--- src/rtl/ft2232h_rx.sv ---
// FT2232H sync-FIFO receive path: drains the chip over RXF#/OE#/RD# into a FWFT byte buffer.
// Define FT2232H_RX_STATS_EN to add the rx_count / burst_count statistics outputs.
module ft2232h_rx #(
   parameter int unsigned DEPTH    = 16,
   parameter int unsigned HEADROOM = 4
) (
   input  logic                   clk,
   input  logic                   rst_n,
   input  logic                   rxf_n,
   input  logic [7:0]             data_in,
   output logic                   oe_n,
   output logic                   rd_n,
   output logic [7:0]             m_data,
   output logic                   m_valid,
   input  logic                   m_ready,
   output logic [$clog2(DEPTH):0] level,
   output logic                   overflow
`ifdef FT2232H_RX_STATS_EN
   ,
   output logic [31:0]            rx_count,
   output logic [15:0]            burst_count
`endif
);

   localparam int unsigned AW = $clog2(DEPTH);
   localparam int unsigned LW = AW + 1;
   localparam logic [LW-1:0] FullLvl  = LW'(DEPTH);
   localparam logic [LW-1:0] StartLvl = LW'(DEPTH - HEADROOM);

   if (DEPTH < 8 || (DEPTH & (DEPTH - 1)) != 0) begin : g_bad_depth
      $error("ft2232h_rx: DEPTH must be a power of 2 and at least 8");
   end
   if (HEADROOM < 2 || HEADROOM > DEPTH) begin : g_bad_headroom
      $error("ft2232h_rx: HEADROOM must be in [2, DEPTH]");
   end

   typedef enum logic [1:0] {StIdle, StOe, StRead} state_e;

   state_e          state_q, state_d;
   logic            oe_n_q, oe_n_d;
   logic            rd_n_q, rd_n_d;
   logic [AW-1:0]   wr_ptr_q, wr_ptr_d;
   logic [AW-1:0]   rd_ptr_q, rd_ptr_d;
   logic [LW-1:0]   level_q, level_d;
   logic            overflow_q, overflow_d;
   logic [7:0]      mem_q [DEPTH];

   logic push, pop, accept, room;

   // Capture follows the registered strobe, not the state, so the exit-cycle byte is kept.
   assign push   = ~rd_n_q & ~rxf_n;
   assign pop    = m_valid & m_ready;
   assign accept = push & ((level_q < FullLvl) | pop);
   // Judged on post-edge occupancy so the registered RD# turn-off never outruns the buffer.
   assign room   = (level_d <= StartLvl);

   always_comb begin
      wr_ptr_d   = wr_ptr_q;
      rd_ptr_d   = rd_ptr_q;
      level_d    = level_q;
      overflow_d = overflow_q;
      if (accept) wr_ptr_d = wr_ptr_q + AW'(1);
      if (pop)    rd_ptr_d = rd_ptr_q + AW'(1);
      if (accept && !pop) begin
         level_d = level_q + LW'(1);
      end else if (!accept && pop) begin
         level_d = level_q - LW'(1);
      end
      if (push && !accept) overflow_d = 1'b1;
   end

   always_ff @(posedge clk) begin
      if (accept) mem_q[wr_ptr_q] <= data_in;
   end

   always_ff @(posedge clk) begin
      if (!rst_n) begin
         state_q    <= StIdle;
         oe_n_q     <= 1'b1;
         rd_n_q     <= 1'b1;
         wr_ptr_q   <= '0;
         rd_ptr_q   <= '0;
         level_q    <= '0;
         overflow_q <= 1'b0;
      end else begin
         state_q    <= state_d;
         oe_n_q     <= oe_n_d;
         rd_n_q     <= rd_n_d;
         wr_ptr_q   <= wr_ptr_d;
         rd_ptr_q   <= rd_ptr_d;
         level_q    <= level_d;
         overflow_q <= overflow_d;
      end
   end

   always_comb begin
      state_d = state_q;
      unique case (state_q)
         StIdle: if (!rxf_n && room) state_d = StOe;
         StOe:   state_d = rxf_n ? StIdle : StRead;
         StRead: if (rxf_n || !room) state_d = StIdle;
         default: state_d = StIdle;
      endcase
   end

   // Next values of the registered chip strobes; OE# and RD# always release together.
   always_comb begin
      oe_n_d = 1'b1;
      rd_n_d = 1'b1;
      unique case (state_q)
         StIdle: begin
            if (!rxf_n && room) oe_n_d = 1'b0;
         end
         StOe: begin
            if (!rxf_n) begin
               oe_n_d = 1'b0;
               rd_n_d = 1'b0;
            end
         end
         StRead: begin
            if (!rxf_n && room) begin
               oe_n_d = 1'b0;
               rd_n_d = 1'b0;
            end
         end
         default: begin
            oe_n_d = 1'b1;
            rd_n_d = 1'b1;
         end
      endcase
   end

   assign oe_n     = oe_n_q;
   assign rd_n     = rd_n_q;
   assign m_valid  = (level_q != '0);
   assign m_data   = mem_q[rd_ptr_q];
   assign level    = level_q;
   assign overflow = overflow_q;

`ifdef FT2232H_RX_STATS_EN
   logic [31:0] rx_count_q, rx_count_d;
   logic [15:0] burst_count_q, burst_count_d;
   logic        burst_start;

   assign burst_start = (state_q == StOe) & ~rxf_n;

   always_comb begin
      rx_count_d    = rx_count_q + 32'(accept);
      burst_count_d = burst_count_q + 16'(burst_start);
   end

   always_ff @(posedge clk) begin
      if (!rst_n) begin
         rx_count_q    <= '0;
         burst_count_q <= '0;
      end else begin
         rx_count_q    <= rx_count_d;
         burst_count_q <= burst_count_d;
      end
   end

   assign rx_count    = rx_count_q;
   assign burst_count = burst_count_q;
`endif

endmodule

--- config.mk ---
export PLATFORM = sky130hd
export DESIGN_NAME = ft2232h_rx
export DESIGN_NICKNAME = d
export VERILOG_FILES = /design/src/rtl/ft2232h_rx.sv
export SDC_FILE = /design/constraint.sdc
export NUM_CORES = 1
export LEC_CHECK = 0
export CAP_MARGIN = 20
export CORE_ASPECT_RATIO = 0.8
export CORE_MARGIN = 5
export CORE_UTILIZATION = 55
export DETAILED_ROUTE_END_ITERATION = 12
export PLACE_DENSITY = 0.78
export SETUP_SLACK_MARGIN = 0.15
export SLEW_MARGIN = 40
export SYNTH_ARGS = -nofsm -noshare
export SYNTH_HDL_FRONTEND = slang
export SYNTH_SLANG_ARGS = --single-unit
--- constraint.sdc ---
create_clock -name clk -period 7.55 [get_ports clk]
set_input_delay 1.51 -clock clk [delete_from_list [all_inputs] [get_ports clk]]
set_output_delay 1.51 -clock clk [all_outputs]
set_load 0.01 [all_outputs]
Yosys cells after proc, flatten, opt, wreduce, memory -nomap -nowiden
Memories as Yosys holds them, arrays and structs flattened. A register that Yosys moved wholly into a read port is not among the register bits. Index checks and enable logic that the tools add are counted.

RAM bits: 128. Register bits: 18. Memories kept: 1. Bits of input ports: 12. Output and inout bits: 17. Logic and storage cells: 51.

Memories: mem_q (depth 16, width 8, read ports 1, clocked after memory_dff 1, wr ports 1, line 46) `logic [7:0] mem_q [DEPTH];`.

Add/sub/neg operators: 4. Bitwise logic cells: 6. Reductions and logical operators: 13. Order comparisons: 2. Muxes and demuxes: 14. Equal/unequal tests: 4.

Operator list (number): $mux W5 (2); $add A4 B1 Y4 const B (2); $mux W4 (2); $mux W2 (3); $pmux W2 S3 (1); $add A5 B1 Y5 const B (1); $le A5 B4 Y1 const B (1); $lt A5 B5 Y1 const B (1); $reduce_bool A5 Y1 (1); $sub A5 B1 Y5 const B (1); $logic_and A1 B1 Y1 (4); $logic_not A1 Y1 (4); $mux W1 (4); $ne A2 B2 Y1 const B (2); $pmux W1 S2 (2); $and A1 B1 Y1 (3); $eq A2 B1 Y1 const B (1); $eq A2 B2 Y1 const B (1); $logic_not A2 Y1 (1); $not A1 Y1 (2); $reduce_and A2 Y1 (1); $reduce_or A2 Y1 (1); $logic_or A1 B1 Y1 (1); $or A1 B1 Y1 (1).

Depth between registers and ports, before layout
Gate-level depths: netlist of run 1.

Depth after elaboration: 13. Gate-level depth with buffers: 9. Depth with buffers taken out: 8.

Least setup slack after synthesis of run 1
Ideal clock, no wire load.

Kind: register to output. Start: register with a tool-made name. End: output m_data[0]. Cell stages (with the launch flop): 5. Path slack: 3931 ps. Path buffers: 2. Arrival: 2109 ps. Cell sequence: dfxtp_1 > clkbuf_1 > buf_1 > mux4_2 > mux4_2.

RTL lines: end, declared (line 13) `output logic [7:0] m_data,`.

==> flow_summary.yaml, run 1 <==
layout:
  fin_cells: 532
  multiInputGateArea_um2: 1830
  antenna_cells: 0
  fin_nets: 398
  synthToLayoutAreaGrowth_pct: 17.3
  final_common_cell: "edfxtp_1"
  final.fill_count: 691
  drive_above_1_share_pct: 24.2
  layout_common_cells: "edfxtp_1, mux4_2, clkdlybuf4s50_1"
  ff_latch_area_um2: 4290
power:
  switching_share_pct: 25.1
  vdd_drop_max_mv: 0.197
  power_density_nw_per_um2: 327
  p_sw_w: 0.000595
  p_comb_share_pct: 21.9
  intPower_w: 0.00178
  p_leak_nw: 2.29
  p_seq_share_pct: 40.1
  p_clk_share_pct: 37.9
synth:
  yosys_most_used_dff: "edfxtp_1"
  synthDistinctLibCells: 47
  netlist_instances: 343
  syn_area_per_cell_um2: 18.0
  syn_area_um2: 6190
  synth_seq_cells: 150
  async_reset_ff_share_pct: 0
  synth_fp_nets: 366
  yosys_warnings: 0
  ys_seq_area_share_pct: 69.2
  synth_edf_count: 128
timing:
  setup_viol: 0
  slew_violations: 0
  final.setup.tns_ns: 0
  finalCritPeriodShare_pct: 58.5
  rsz0062_at_grt: "false"
  timing.slew.headroom_pct: 49.0
  holdWs_ns: 0.464
  hold_viol: 0
  tightest_slew_ns: 0.762
  fin_crit_ns: 4.42
  fmax_mhz: 226
  skew_ns: 0.00577
grt:
  grt_pass1_vias: 3292
  track_usage_pct: 19.7
  grt-ovfl-total: 0
  antenna_found_initial: 0
  grt_first_pass_wirelength_um: 19300
  grt_max_degree: 33
setup_path:
  slowest_stage: "mux4_2"
  rr_endpoint: "rd_n$_SDFF_PN1_"
  reg2reg_slack_ns: 4.84
  critPathRequiredTime_ns: 6.04
  worstReg2RegStart: "level[0]$_SDFF_PN0_"
  arrival_ns: 2.91
  cp_max_fo: 32
  crit_chain: "buf_4, mux4_2, mux4_2, clkdlybuf4s50_1"
  endpoint_kind: "output port"
  cpPeakStageDelay_ns: 0.64
  critPathKind: "register to output port"
  path_common_cell: "mux4_2"
  start_kind: "register"
  reg2regPathDepth: 8
floorplanning:
  num_rows: 34
  pin_count: 29
  die_w_um: 129
  core_um2: 10900
  start_util_pct: 56.6
  die_h_um: 105
  die_area_um2: 13500
route:
  via_count: 3181
  wire_per_inst_um: 23.1
  drt_iter0_drc: 363
  firstDrtPassIters: 5
  routed_wl_um: 12300
  via_per_inst: 5.98
  drc: 0
  final_antenna_net_count: 0
cts:
  cts_resized: 0
  htree_levels: 4
  clk_latency_ns: 0.42
  clock-sinks: 150
  cts_max_path_buffers: 2
  cts-buffers-inserted: 17
  path_clk_slew_ns: 0.06
  cts_tree: "built"
  ctsHoldBuffers: 0
  post-cts-setup-buffer-count: 0
  cts-root-buf: "clkbuf_16"
worst_hold_path:
  worstHoldStart: "overflow$_SDFFE_PN0P_"
  whs_path_depth: 1
  whs_endpoint: "overflow$_SDFFE_PN0P_"
  hold_path.class: "register to register"
placed_design:
  post-dp-hpwl_um: 7720
  globalplace.congestion: 0.818
  io_buffers: 28
  placedCellCount: 500
outcome:
  status: "finished, final reports clean"
run:
  cap_violations: 0
worst max path at each step:
stage                             to  slack, ns  cells past startpoint
6_report                   m_data[5]       3.13                      4
3_3_place_gp   mem_q[0][6]$_DFFE_PP_       3.31                      5
4_1_cts                    m_data[5]       3.08                      4
3_5_place_dp   mem_q[6][6]$_DFFE_PP_       3.29                      5
2_1_floorplan              m_data[0]       3.93                      4
5_1_grt                    m_data[5]       2.99                      4
cell usage after synthesis, types with 2 or more instances:
master,count,area [um2]
xnor2_1,6,52.6
mux2i_1,2,20.0
a31oi_1,2,12.5
o21ai_0,7,35.0
nand4_1,4,25.0
a21oi_1,4,20.0
edfxtp_1,128,3840
and2_1,11,68.8
dfxtp_1,22,440
a21boi_0,3,22.5
a211o_1,2,17.5
nor3_1,7,35.0
or3_1,2,12.5
o21a_1,2,15.0
clkbuf_1,10,37.5
inv_1,8,30.0
nand2_1,11,41.3
nand2b_1,3,18.8
ha_1,11,138
a31o_2,2,17.5
nor2b_1,2,12.5
mux4_2,40,901
buf_1,6,22.5
nor2_1,20,75.1
nand3_1,6,30.0
cell families (layout without fill, tap and decap cells):
family / Yosys count / after routing / synth area share, %
DFF: 150 / 150 / 69.2
adders and majority gates: 11 / 11 / 2.22
buffers and inverters: 25 / 70 / 1.64
muxes: 42 / 42 / 14.9
and+or+nand+nor: 77 / 77 / 6.90
AOI/OAI and AO/OA: 32 / 32 / 4.27
xor gates and xnor gates: 6 / 6 / 0.849
critical path, delay by kind of cell (launching register included):
family | cells | cell delay, ns
multiplexers | 2 | 1.12
buffers and inverters | 2 | 1.04
flip-flops | 1 | 0.31
layer usage:
metal	vias up	share of wire [%]	global-route usage, %
met5	-	0	0
met4	0	1.0	5.62
met3	15	5.4	5.51
met2	91	50	30.3
met1	1640	44	28.1
li1	1435	-	-
metrics by stage:
step / util, % / instance area (um2) / worst slack [ns] / power [W]
floorplan: - / 6190 / 3.93 / 0.00133
global placement: 60.3 / 6590 / 3.31 / 0.00148
detailed placement: 60.5 / 6610 / 3.29 / 0.00149
CTS: 66.3 / 7250 / 3.08 / 0.00239
global route: 66.4 / 7260 / 2.99 / 0.00247
finish: 66.4 / 7260 / 3.13 / 0.00237
state kept, by name (all words and copies together) (netlist names), named ones only:
register,count
rd_ptr_q,4
rd_n,1
oe_n,1
overflow,1
mem_q,128
level,5
wr_ptr_q,4
state_q,2
final cells by class:
cell class | count | area share [%]
clock inverters | 15 | 2.88
inverters | 8 | 0.414
flip-flops and latches | 150 | 59.0
clock buffers | 17 | 5.86
repair buffers | 30 | 4.07
well taps | 144 | 2.48
multi-input cells | 168 | 25.3
power groups by stage:
stage	combinational (W)	sequential (W)	clock, W
finish	0.000520	0.000952	0.000900
global route	0.000560	0.000956	0.000951
CTS	0.000524	0.000952	0.000912
detailed placement	0.000517	0.000969	0
global placement	0.000510	0.000967	0
floorplan	0.000363	0.000966	0
(Power assumes the default switching activity.)
==> run 2, diff against run 1 <==
==> constraint.sdc (replaced) <==
create_clock -name clk -period 4.1 [get_ports clk]
set_input_delay 0.82 -clock clk [delete_from_list [all_inputs] [get_ports clk]]
set_output_delay 0.82 -clock clk [all_outputs]
set_load 0.01 [all_outputs]
==> run 2 against run 1 <==
Final cell count rose by 2.6%. Largest cell class unchanged. Highest routed layer unchanged. Clock power up 89%. Critical endpoint is now m_data[6]. Global-route usage up 0.93 points. Worst setup slack got worse by 2.5 ns. Critical path type unchanged.
==> flow_summary.yaml, run 2 (synthesis results as in run 1) <==
outcome:
  status: "finished, final reports clean"
timing:
  layout_setup_ws_ns: 0.642
  fmax_mhz: 289
  final.setup.tns_ns: 0
  skew_ns: 0.00855
  tightest_slew_ns: 0.716
  setup_viol: 0
  rsz0062_at_grt: "false"
  finalCritPeriodShare_pct: 84.3
  hold_viol: 0
  timing.slew.headroom_pct: 51.8
  fin_crit_ns: 3.46
  slew_violations: 0
cts:
  cts-root-buf: "clkbuf_16"
  path_clk_slew_ns: 0.06
  clock-sinks: 150
  cts-buffers-inserted: 17
  post-cts-setup-buffer-count: 0
  clk_latency_ns: 0.41
  cts_tree: "built"
  htree_levels: 4
  ctsHoldBuffers: 0
  cts_resized: 0
  cts_max_path_buffers: 2
power:
  p_leak_nw: 2.36
  vdd_drop_max_mv: 0.386
  power_density_nw_per_um2: 602
placed_design:
  globalplace.congestion: 0.791
  post-dp-hpwl_um: 8010
  io_buffers: 28
  place_ws_ns: 0.604
floorplanning:
  pin_count: 29
  die_h_um: 105
  die_w_um: 129
  core_um2: 10900
  start_util_pct: 56.6
  die_area_um2: 13500
  num_rows: 34
layout:
  layout_common_cells: "edfxtp_1, mux4_2, clkdlybuf4s50_1"
  synthToLayoutAreaGrowth_pct: 19.0
  drive_above_1_share_pct: 25.4
  regMostFlops: "mem_q"
  final_common_cell: "edfxtp_1"
  largest_reg_flops: 128
  antenna_cells: 0
  final.fill_count: 695
  fin_nets: 412
setup_path:
  arrival_ns: 2.64
  critPathRequiredTime_ns: 3.28
  critPathKind: "register to output port"
  start_kind: "register"
  cp_max_fo: 32
  endpoint_kind: "output port"
  reg2reg_slack_ns: 1.42
worst_hold_path:
  hold_path.class: "register to register"
grt:
  grt_max_degree: 33
  antenna_found_initial: 0
  grt_pass1_vias: 3413
  grt-ovfl-total: 0
  track_usage_pct: 20.7
  grt_first_pass_wirelength_um: 20200
route:
  final_antenna_net_count: 0
  routed_wl_um: 12800
  wire_per_inst_um: 23.4
  via_count: 3286
  drc: 0
  firstDrtPassIters: 5
  drt_iter0_drc: 353
  via_per_inst: 6.02
run:
  cap_violations: 0
==> run 2: changes by cell type in the layout (fill, tap and decap cells not counted), sizes merged <==
| cell | before | now |
|---|---|---|
| buf | 2 | 16 |
| clkinv | 7 | 5 |
| inv | 9 | 11 |
==> run 2: through the flow <==
step / std cells / area [um2] / util [%] / power [W] / hold slack, ns
after global routing: 546 / 7360 / 67.3 / 0.00461 / 0.512
after CTS: 546 / 7360 / 67.3 / 0.00447 / 0.480
final: 546 / 7360 / 67.3 / 0.00443 / 0.475
after global placement: 514 / 6710 / 61.4 / 0.00274 / 0.451
after detailed placement: 514 / 6710 / 61.4 / 0.00276 / 0.465
after floorplan: 343 / 6190 / - / 0.00245 / 0.470
==> run 2: power by group <==
group | switching (W) | leakage [nW] | internal (W) | total (W)
Sequential | 0.0000592 | 1.33 | 0.00170 | 0.00176
Clock | 0.000611 | 0.316 | 0.00109 | 0.00170
Combinational | 0.000459 | 0.713 | 0.000517 | 0.000976
Total | 0.00113 | 2.36 | 0.00330 | 0.00443
==> run 2: area by class of cell <==
class	instances	area [um2]	area share [%]
Sequential cell	150	4290	58.2
Multi-Input combinational cell	168	1800	24.5
Clock buffer	17	425	5.78
Timing Repair Buffer	44	413	5.61
Clock inverter	15	226	3.08
Tap cell	144	180	2.45
Inverter	8	30.0	0.408
==> run 2: final timing paths <==
path | startpoint | to | cells past startpoint
min reg2reg | overflow$_SDFFE_PN0P_ | overflow$_SDFFE_PN0P_ | 1
max reg2reg | level[0]$_SDFF_PN0_ | rd_n$_SDFF_PN1_ | 8
min | overflow$_SDFFE_PN0P_ | overflow$_SDFFE_PN0P_ | 1
max | register | m_data[6] | 4
==> run 2: worst max-delay path, cell delays in order, from the launching register on <==
cell and delay (ns):
dfxtp_2 0.34, buf_12 0.27, mux4_2 0.58, mux4_2 0.51
clkdlybuf4s50_1 0.50
==> run 2: per-layer routing <==
| layer | vias to the layer above | wire, um | track usage [%] |
|---|---|---|---|
| li1 | 1465 | - | - |
| met1 | 1677 | 5450 | 29.0 |
| met2 | 131 | 6290 | 31.9 |
| met3 | 13 | 844 | 5.20 |
| met4 | 0 | 202 | 7.05 |
| met5 | - | 0 | 0 |
==> run 3, diff against run 2 <==
==> constraint.sdc (replaced) <==
create_clock -name clk -period 3.4 [get_ports clk]
set_input_delay 0.68 -clock clk [delete_from_list [all_inputs] [get_ports clk]]
set_output_delay 0.68 -clock clk [all_outputs]
set_load 0.01 [all_outputs]
==> run 3 against run 2 <==
Combinational power increased by 31%. Cell area up 0.44%. First-iteration DRC count up 31%. Final cell count grew 1.3%.
==> flow_summary.yaml, run 3 (synthesis results as in run 1) <==
outcome:
  status: "finished, final reports clean"
setup_path:
  path_common_cell: "mux4_2"
  crit_family: "multiplexers"
  endpoint_kind: "output port"
  crit_chain: "clkbuf_16, mux4_2, mux4_2, clkdlybuf4s50_1"
  slowest_stage: "mux4_2"
  path_buf_inv: 2
  reg2regPathDepth: 8
  critPathKind: "register to output port"
  arrival_ns: 2.58
  start_kind: "register"
  critPathRequiredTime_ns: 2.72
  path_depth: 4
  cpPeakStageDelay_ns: 0.53
  cp_max_fo: 8
route:
  drc: 0
  routed_wl_um: 12600
  wire_per_inst_um: 22.8
  via_count: 3302
  firstDrtPassIters: 6
  final_antenna_net_count: 0
  drt_iter0_drc: 462
  via_per_inst: 5.97
cts:
  clk_latency_ns: 0.43
  cts_max_path_buffers: 2
  cts-root-buf: "clkbuf_16"
  path_clk_slew_ns: 0.06
  cts_tree: "built"
  cts-buffers-inserted: 17
  htree_levels: 4
  ctsHoldBuffers: 0
  clock-sinks: 150
timing:
  setup_viol: 0
  holdWs_ns: 0.467
  final.setup.tns_ns: 0
  slew_violations: 0
  timing.slew.headroom_pct: 53.0
  rsz0062_at_grt: "true"
  fmax_mhz: 307
  fin_crit_ns: 3.26
  finalCritPeriodShare_pct: 95.9
  tightest_slew_ns: 0.698
  hold_viol: 0
  skew_ns: 0.00781
power:
  p_clk_share_pct: 33.4
  intPower_w: 0.00371
  power_density_nw_per_um2: 694
  p_sw_w: 0.00143
  p_seq_share_pct: 41.7
  vdd_drop_max_mv: 0.347
  switching_share_pct: 27.8
  p_leak_nw: 2.42
  p_comb_share_pct: 24.9
floorplanning:
  pin_count: 29
  die_h_um: 105
  start_util_pct: 56.6
  num_rows: 34
  core_um2: 10900
  die_w_um: 129
  die_area_um2: 13500
layout:
  regMostFlops: "mem_q"
  layout_common_cells: "edfxtp_1, mux4_2, dfxtp_1, clkdlybuf4s50_1, nor2_1"
  largest_reg_flops: 128
  final_common_cell: "edfxtp_1"
  fin_nets: 419
  antenna_cells: 0
  final.fill_count: 704
  synthToLayoutAreaGrowth_pct: 19.5
  drive_above_1_share_pct: 26.7
worst_hold_path:
  hold_path.class: "register to register"
  whs_path_depth: 1
grt:
  track_usage_pct: 19.6
  grt-ovfl-total: 0
  grt_pass1_vias: 3274
  grt_max_degree: 33
  antenna_found_initial: 0
  grt_first_pass_wirelength_um: 19300
placed_design:
  post-dp-hpwl_um: 7730
  io_buffers: 28
  globalplace.congestion: 0.793
run:
  cap_violations: 0
[run 3: per-stage QoR]
stage / setup WS, ns / util (%) / cells / area, um2 / total power [W]
4_1_cts: 0.114 / 67.0 / 551 / 7330 / 0.00509
3_5_place_dp: 0.420 / 61.8 / 518 / 6750 / 0.00334
6_report: 0.138 / 67.6 / 553 / 7390 / 0.00513
2_1_floorplan: 0.611 / - / 343 / 6190 / 0.00295
5_1_grt: 0.0925 / 67.6 / 553 / 7390 / 0.00534
3_3_place_gp: 0.518 / 61.8 / 518 / 6750 / 0.00331
[run 3: routing by layer]
metal | global-route usage (%) | vias to the layer above | part of all wire (%)
li1 | - | 1477 | -
met1 | 29.3 | 1688 | 44
met2 | 29.4 | 114 | 48
met3 | 4.18 | 23 | 5.9
met4 | 6.07 | 0 | 1.8
met5 | 0 | - | 0
[run 3: power by group through the flow]
stage | clock [W] | combinational [W] | sequential [W]
floorplan | 0 | 0.000807 | 0.00215
global placement | 0 | 0.00115 | 0.00215
detailed placement | 0 | 0.00118 | 0.00216
CTS | 0.00173 | 0.00123 | 0.00213
global route | 0.00182 | 0.00137 | 0.00215
finish | 0.00172 | 0.00128 | 0.00214
[run 3: layout make-up]
class	count	area, um2	area share, %
Clock buffer	17	425	5.75
Clock inverter	15	119	1.61
Inverter	8	30.0	0.406
Multi-Input combinational cell	168	1800	24.4
Sequential cell	150	4290	58.0
Tap cell	144	180	2.44
Timing Repair Buffer	51	551	7.45
[run 3: path summary, 6_finish.rpt]
check                     endpoint                   from  slack, ns
min          overflow$_SDFFE_PN0P_  overflow$_SDFFE_PN0P_       0.47
min reg2reg  overflow$_SDFFE_PN0P_  overflow$_SDFFE_PN0P_       0.47
max                      m_data[5]               register       0.14
max reg2reg        rd_n$_SDFF_PN1_    level[1]$_SDFF_PN0_       0.76
[run 3: repair_timing]
item | in CTS | in global routing
setup endpoints to repair | 8 | 8
gates resized for setup | 2 | 7
gates cloned | 1 | 2
pin swaps | 0 | 0
buffers inserted | 0 | 0
==> patch, RTL diff (config.mk and constraints of run 2) <==
Encoding of `state_e`: now one-hot (3 bits for 3 states).
--- a/src/rtl/ft2232h_rx.sv
+++ b/src/rtl/ft2232h_rx.sv
@@ -34,7 +34,7 @@
       $error("ft2232h_rx: HEADROOM must be in [2, DEPTH]");
    end
 
-   typedef enum logic [1:0] {StIdle, StOe, StRead} state_e;
+   typedef enum logic [2:0] {StIdle = 3'b001, StOe = 3'b010, StRead = 3'b100} state_e;
 
    state_e          state_q, state_d;
    logic            oe_n_q, oe_n_d;
Formal check against the unedited RTL: same outputs for any inputs over 10 cycles, from zero or initial values and one cycle with rst_n low; not proved beyond that.
==> patch against run 2 <==
Synthesized area decreased by 2.9%. Power shrank 6.6%. Sequential cell count rose by 1. Wire length is essentially flat. First-iteration DRC count rose by 7.1%. Setup slack got worse by 250 ps. Synthesized cell count fell by 5.8%. Design area decreased by 2.9%. Largest cell class unchanged. Largest power group unchanged.
==> patch: results (changes against run 2) <==
* Min-delay worst type: flop to flop
* Clock tree buffer depth at 2 (unchanged)
* Antenna violations before repair at 0 (unchanged)
* DR iter-0 viols at 378 (+7.1%)
* Final nets at 392 (-4.9%)
* Placed wire-length estimate at 7420 um (-7.4%)
* Synth Area per Inst at 18.6 um2 (+3.1%)
* Vias at 3,163 (-3.7%)
* Root buf cell: clkbuf_16
* Worst-Skew Late Latency at 420 ps
* Worst-Margin Slew at 687 ps (-28.7 ps)
* Post-CTS resize count at 0 (unchanged)
* GPL Wtd Cong at 0.744 (-5.9%)
* TritonRoute pass-1 iters at 5 (unchanged)
* Syn Nets at 342 (-6.6%)
* Sequential-to-total area share from yosys stat at 71.6% (+2.4 points)
* Max FFs per register at 128 (unchanged)
* Synth cell types at 43 (-8.5%)
* CP max-delay cell: mux4_2
* Cell Pwr Density at 578 nW/um2 (-3.9%)
* Met1 WL at 5240 um (-3.9%)
* First-pass GRT wire length at 19,200 um (-4.9%)
* Cell taking the most area after synthesis: edfxtp_1
* Gr usage total at 20.9% (+0.20 points)
* WL met2 at 6220 um (-1.1%)
* Worst IR drop on VDD at 371 uV (-3.8%)
* Number of synthesized flops with an enable pin at 128 (unchanged)
* Pre-CTS WS at 876 ps (+271 ps)
* Skew final at 13.1 ps (+4.59 ps)
* Area contributors post-synth: edfxtp_1 64%, mux4_2 15%, dfxtp_1 7.7%, ha_1 1.5%, and2_1 1.2%
* Leak at 2.30 nW (-2.4%)
* PortBufs at 28 (unchanged)
* Share of layout cells above drive strength 1 at 25.6% (+0.27 points)
* Placed Instances at 498 (-3.1%)
* Dpl cell area at 6570 um2 (-2.2%)
* Average wire per standard cell at 24.1 um (+3.1%)
* Post-route insts no fill at 530 (-2.9%)
* CP max FO at 10 (-69%)
* Vias in the first global route at 3,142 (-7.9%)
* Yosys warnings at 0 (unchanged)
* Outcome: completed
* WL met3 at 1100 um (+30%)
* CTS buffer count at 17 (unchanged)
* Commonest cells post-synth: 128 x edfxtp_1, 40 x mux4_2, 23 x dfxtp_1
* DR top layer: met4
[patch: final cells by class]
class | instances | area (um2)
Tap cell | 144 | 180
Inverter | 6 | 22.5
Fill cell | 690 | 3610
Clock buffer | 17 | 425
Clock inverter | 15 | 161
Multi-Input combinational cell | 150 | 1620
Sequential cell | 151 | 4310
Timing Repair Buffer | 47 | 435
[patch: layer usage]
layer	GRT usage [%]	vias up
li1	-	1390
met4	7.17	0
met2	33.1	169
met1	28.4	1585
met3	5.85	19
met5	0	-
[patch: kinds of logic after synthesis]
group | after synthesis | share of synthesized area [%]
XOR/XNOR | 7 | 1.02
multiplexers | 41 | 15.2
AND/OR/NAND/NOR | 72 | 6.29
adder cells (fa/ha/maj) | 7 | 1.46
flip-flops | 151 | 71.6
buffers and inverters | 22 | 1.39
AO/OA/AOI/OAI | 23 | 3.06
[patch: report_power, final]
part	total (mW)	switching, mW	internal (mW)
registers	1.77	0.0710	1.70
clock network	1.53	0.669	0.862
logic	0.835	0.367	0.468
total	4.14	1.11	3.03
[patch: worst paths after layout]
check / startpoint / end / slack (ps) / depth (start not counted)
max: flop / m_data[0] / 390 / 4
min: overflow / overflow / 480 / 1
max reg2reg: level[0] / state_q[0] / 1330 / 8
min reg2reg: overflow / overflow / 480 / 1
[patch: critical path, delay by kind of cell (launching register included)]
family   cells  cell delay (ps)
mux          2             1090
flops        1              560
buf+inv      2              820
